[config.mk]
export PLATFORM = sky130hd
export DESIGN_NAME = irq_pending_latch_flat
export DESIGN_NICKNAME = d
export VERILOG_FILES = /design/src/rtl/irq_pkg.sv /design/src/rtl/irq_pending_latch_if.sv /design/src/rtl/irq_edge_detect.sv /design/src/rtl/irq_pending_latch.sv /design/src/flat_wrapper.sv
export SDC_FILE = /design/constraint.sdc
export NUM_CORES = 1
export LEC_CHECK = 0
export BUFFER_PORTS_ARGS = -buffer_cell sky130_fd_sc_hd__buf_4
export CORE_ASPECT_RATIO = 1.2
export CORE_MARGIN = 1
export CORE_UTILIZATION = 40
export CTS_CLUSTER_SIZE = 10
export DETAILED_ROUTE_END_ITERATION = 7
export HOLD_SLACK_MARGIN = 0.03
export PLACE_DENSITY_LB_ADDON = 0.1
export SLEW_MARGIN = 20
export SYNTH_ARGS = -nofsm -noshare
export SYNTH_HDL_FRONTEND = slang
export SYNTH_SLANG_ARGS = --single-unit
export TNS_END_PERCENT = 50
[constraint.sdc]
create_clock -name clk -period 1 [get_ports clk]
set_input_delay 0.2 -clock clk [delete_from_list [all_inputs] [get_ports clk]]
set_output_delay 0.2 -clock clk [all_outputs]
set_load 0.005 [all_outputs]
[src/rtl/irq_pkg.sv]
// Shared widths and vector types for the interrupt pending latch and its 8-input encoder.
// No logic; constants and typedefs only.
package irq_pkg;
    localparam int IRQ_WIDTH = 8;
    localparam int IRQ_IDX_W = 3;

    typedef logic [IRQ_WIDTH-1:0] irq_vec_t;
    typedef logic [IRQ_IDX_W-1:0] irq_idx_t;
endpackage

[src/rtl/irq_pending_latch_if.sv]
// Request/mask/acknowledge bundle between the pending latch and its driver/consumer.
// Overflow signals exist only when IRQ_PENDING_LATCH_OVERFLOW_EN is defined.
interface irq_pending_latch_if;
    import irq_pkg::*;

    irq_vec_t req_in;
    irq_vec_t mask_in;
    logic     ack_valid;
    irq_idx_t ack_index;
    irq_vec_t in_vector;
    logic     any_pending;
    irq_vec_t pending_raw;
`ifdef IRQ_PENDING_LATCH_OVERFLOW_EN
    irq_vec_t overflow;
    logic     ovf_clear;

    modport master (
        output req_in, mask_in, ack_valid, ack_index, ovf_clear,
        input  in_vector, any_pending, pending_raw, overflow
    );
    modport slave (
        input  req_in, mask_in, ack_valid, ack_index, ovf_clear,
        output in_vector, any_pending, pending_raw, overflow
    );
`else
    modport master (
        output req_in, mask_in, ack_valid, ack_index,
        input  in_vector, any_pending, pending_raw
    );
    modport slave (
        input  req_in, mask_in, ack_valid, ack_index,
        output in_vector, any_pending, pending_raw
    );
`endif
endinterface

[src/rtl/irq_edge_detect.sv]
// Rising-edge detector for the request lines.
// Latency: rise is combinational from req_in against the previous-cycle sample.
// Backpressure: none; samples every cycle.
module irq_edge_detect
    import irq_pkg::*;
(
    input  logic     clk,
    input  logic     rst,
    input  irq_vec_t req_in,
    output irq_vec_t rise
);
    irq_vec_t req_prev;

    // Clearing to 0 makes a line already high at reset release count as one event.
    always_ff @(posedge clk) begin
        if (rst) begin
            req_prev <= '0;
        end else begin
            req_prev <= req_in;
        end
    end

    assign rise = req_in & ~req_prev;
endmodule

[src/rtl/irq_pending_latch.sv]
// Sticky per-line pending latch feeding the 8-input priority encoder; optional lost-event
// flags under IRQ_PENDING_LATCH_OVERFLOW_EN. Latency: 1 cycle req->in_vector, 0 cycles mask->in_vector.
// Backpressure: none; one acknowledge per cycle, any number of simultaneous rises.
module irq_pending_latch
    import irq_pkg::*;
#(
    parameter int WIDTH = IRQ_WIDTH,
    parameter int IDX_W = IRQ_IDX_W
) (
    input  logic                clk,
    input  logic                rst,
    irq_pending_latch_if.slave  bus
);
    logic [WIDTH-1:0] rise;
    logic [WIDTH-1:0] clr;
    logic [WIDTH-1:0] pending;
    logic [WIDTH-1:0] masked;
    logic [IDX_W-1:0] ack_idx;

    assign ack_idx = bus.ack_index;

    irq_edge_detect u_edge (
        .clk    (clk),
        .rst    (rst),
        .req_in (bus.req_in),
        .rise   (rise)
    );

    always_comb begin
        clr = '0;
        if (bus.ack_valid) begin
            clr[ack_idx] = 1'b1;
        end
    end

    // OR-ing rise after the clear makes a same-cycle new event win over the acknowledge.
    always_ff @(posedge clk) begin
        if (rst) begin
            pending <= '0;
        end else begin
            pending <= (pending & ~clr) | rise;
        end
    end

    assign masked          = pending & ~bus.mask_in;
    assign bus.in_vector   = masked;
    assign bus.any_pending = |masked;
    assign bus.pending_raw = pending;

`ifdef IRQ_PENDING_LATCH_OVERFLOW_EN
    logic [WIDTH-1:0] lost;
    logic [WIDTH-1:0] overflow_q;

    // A rise is only lost if the bit stays pending, i.e. it is not being acknowledged now.
    assign lost = rise & pending & ~clr;

    always_ff @(posedge clk) begin
        if (rst) begin
            overflow_q <= '0;
        end else begin
            overflow_q <= (bus.ovf_clear ? '0 : overflow_q) | lost;
        end
    end

    assign bus.overflow = overflow_q;
`endif
endmodule

[src/flat_wrapper.sv]
// flat-port wrapper written by rule: the top's interface ports become plain ports
module irq_pending_latch_flat import irq_pkg::*;
#(
    parameter int WIDTH = IRQ_WIDTH,
    parameter int IDX_W = IRQ_IDX_W
)
  (clk, rst, bus_req_in, bus_mask_in, bus_ack_valid, bus_ack_index, bus_in_vector, bus_any_pending, bus_pending_raw);
  irq_pending_latch_if bus_i ();
  input  logic clk;
  input  logic rst;
  input wire logic [$bits(bus_i.req_in)-1:0] bus_req_in;
  input wire logic [$bits(bus_i.mask_in)-1:0] bus_mask_in;
  input wire logic [$bits(bus_i.ack_valid)-1:0] bus_ack_valid;
  input wire logic [$bits(bus_i.ack_index)-1:0] bus_ack_index;
  output wire logic [$bits(bus_i.in_vector)-1:0] bus_in_vector;
  output wire logic [$bits(bus_i.any_pending)-1:0] bus_any_pending;
  output wire logic [$bits(bus_i.pending_raw)-1:0] bus_pending_raw;
  assign bus_i.req_in = bus_req_in;
  assign bus_i.mask_in = bus_mask_in;
  assign bus_i.ack_valid = bus_ack_valid;
  assign bus_i.ack_index = bus_ack_index;
  assign bus_in_vector = bus_i.in_vector;
  assign bus_any_pending = bus_i.any_pending;
  assign bus_pending_raw = bus_i.pending_raw;
  irq_pending_latch #(.WIDTH(WIDTH), .IDX_W(IDX_W)) u_core (.clk(clk), .rst(rst), .bus(bus_i));
endmodule
==> results.tsv <==
stage	metric	value	unit
outcome	outcome	finished with violations	
outcome	failing checks	setup timing	
worst_setup_path	slowest CP cell	dfxtp_2	
floorplan	io pins	39	
yosys	synthesized area per cell	9.421	um^2
place	gp weighted congestion	0.7024	
route	Initial DRT Pass Iterations	4	
yosys	syn nets	90	
timing	RSZ-0062 raised after global routing	true	
place	dpl hpwl	1239	um
floorplan	total core area	1464	um^2
worst_setup_path	critical path class	flip-flop to primary output	
clock_network	H-tree Lvls	1	
layout	Nets	146	
place	post-placement cell area	1025	um^2
timing	setup ws final	-0.5176	ns
global_routing	vias in the first global route	700	
timing	setup TNS	-2.164	ns
power	static leakage	0.5659	nW
route	vias	743	
hold_path	Hold WC Path Type	input port to flip-flop	
route	post-DR vias/cell	5.345	
clock_network	Worst-Skew Late Latency	0.28	ns
floorplan	Die H	45.84	um
place	total placed cells including tap cells	133	
global_routing	largest net degree at the start of global routing	17	
place	Buffers on Ports	38	
yosys	synth warn	0	
route	final wirelength	2271	um
worst_setup_path	CP Data Arrival Time	1.32	ns
layout	antenna diode count	0	
yosys	Yosys cell types	14	
timing	worst slew pin tran	0.2646	ns
place	Setup WS pre-CTS	-0.1481	ns
clock_network	Reg clk slew, reported paths	0.09	ns
global_routing	Global Route Usage Sum	22.84	%
timing	period utilization	151.8	%
worst_setup_path	Worst path max stage delay	0.33	ns
floorplan	width of the die	38.53	um
worst_setup_path	Setup crit end kind	primary output	
layout	area delta synth->final	96.88	%
worst_setup_path	CP Launch Type	flip-flop	
route	Final ANT Viol Nets	0	
worst_setup_path	CP cell instances	nor2b_4 > nor4_2 > nand2_1 > buf_4	
floorplan	Initial Utilization	43.76	%
layout	Finished Cell Area	1261	um^2
layout	commonest non-fill, non-tap cells in the layout	29 x buf_6, 23 x buf_4, 14 x nor2b_1	
clock_network	clock buffer depth	2	
layout	register area	330.3	um^2
timing	Setup Skew	0.004518	ns
yosys	cells after synthesis	68	
power	Power Density	1174	nW/um^2
power	Peak VDD IR	1.290	mV
timing	Worst slew margin	82.21	%
floorplan	Die Footprint	1766	um^2
timing	max-slew violations	0	
clock_network	clock buffer count from CTS	3	
worst_setup_path	Max FO, Critical Path	2	
floorplan	num rows	15	
route	routed len/inst	16.34	um
timing	max frequency	0.6589	GHz
layout	Fillers	87	
layout	layout cells sized above 1	60.66	%
power	total power	1.481	mW
job	max cap viols	0	
timing	crit path time final	1.518	ns
global_routing	GRT Residual Overflow	0	
clock_network	CTS tree	done	
yosys	flops & latches, synth	16	
layout	most common cell after layout, fill and taps aside	buf_6	
yosys	post-synthesis sequential area ratio	50.00	%
layout	area of the multi-input gates	384.1	um^2
layout	Layout Cells excl Fill	139	
timing	Fin. Hold Viols	0	
route	drt drc	0	
clock_network	Root Driver	clkbuf_4	
worst_setup_path	CP required	0.80	ns
global_routing	initial antenna violation count	0	
yosys	Post-Syn Area	640.6	um^2
timing	Setup violations, final	17	
clock_network	Clock Sink Count	16	
clock_network	hold buffer count at CTS	0	
global_routing	first-pass GRT wire length	2746	um
route	DRT iter0 DRCs	18	
[power by group]
group          internal, mW  switching [mW]
Clock                 0.140           0.196
Sequential            0.685          0.0239
Combinational         0.279           0.157
[cells in the mapped netlist]
master,number,area share [%]
inv_1,1,0.59
nand4bb_1,2,3.5
nor4_1,2,2.0
a21oi_1,8,6.3
nand4_1,1,0.98
nor2_1,6,3.5
o41ai_2,1,2.5
nand2b_1,2,2.0
o31ai_1,1,1.2
dfxtp_1,16,50
nand4b_1,3,4.1
buf_2,1,0.78
nand2_1,2,1.2
nor2b_1,22,21
[worst paths after layout]
check                                            start  slack (ns)  cells past startpoint                                    to
setup / recovery  u_core.bus.pending_raw[6]$_SDFF_PP0_       -0.52                      4                       bus_any_pending
hold / removal                           bus_req_in[5]        0.13                      2  u_core.u_edge.req_prev[5]$_SDFF_PP0_
setup reg to reg  u_core.bus.pending_raw[6]$_SDFF_PP0_        0.10                      4  u_core.bus.pending_raw[6]$_SDFF_PP0_
hold reg to reg   u_core.u_edge.req_prev[0]$_SDFF_PP0_        0.48                      2  u_core.bus.pending_raw[0]$_SDFF_PP0_
[timing repair]
action | 4_1_cts | 5_1_grt
endpoints found under the setup margin | 17 | 17
pin swaps | 3 | 1
hold endpoints to repair | 0 | 0
buffers inserted | 2 | 4
gates resized for setup | 46 | 10
[per-stage QoR]
stage | util [%] | hold slack, ns
floorplan | - | 0.2716
global placement | 70.00 | 0.4200
detailed placement | 70.00 | 0.4246
CTS | 82.82 | 0.1338
global route | 86.15 | 0.1248
finish | 86.15 | 0.1310
[kinds of logic after synthesis]
group / share of synthesized area [%]
AO/OA/AOI/OAI: 9.962
AND/OR/NAND/NOR: 38.67
buffers and inverters: 1.366
flip-flops: 50.00
[flip-flops by register name (all words and copies together) (netlist names)]
name	count
u_core.u_edge.req_prev	8
u_core.bus.pending_raw	8
[routing by layer]
layer,vias up,share of wire [%],track usage (%)
met2,36,54,39.33
met3,8,5.5,1.961
met5,-,0,0
met1,355,37,23.94
met4,0,3.5,20.00
li1,344,-,-
[critical path, delay by kind of cell, from the launching register on]
kind	cells	cell delay, ns
flops	1	0.33
simple gates	3	0.55
buf+inv	1	0.15
[final cells by class]
type | count | area share (%)
multi-input combinational | 50 | 30.46
tap | 17 | 1.687
sequential | 16 | 26.19
timing repair buffer | 52 | 39.58
inverter | 1 | 0.2976
clock buffer | 3 | 1.786
No activity file was read; power rests on OpenSTA's default activity.
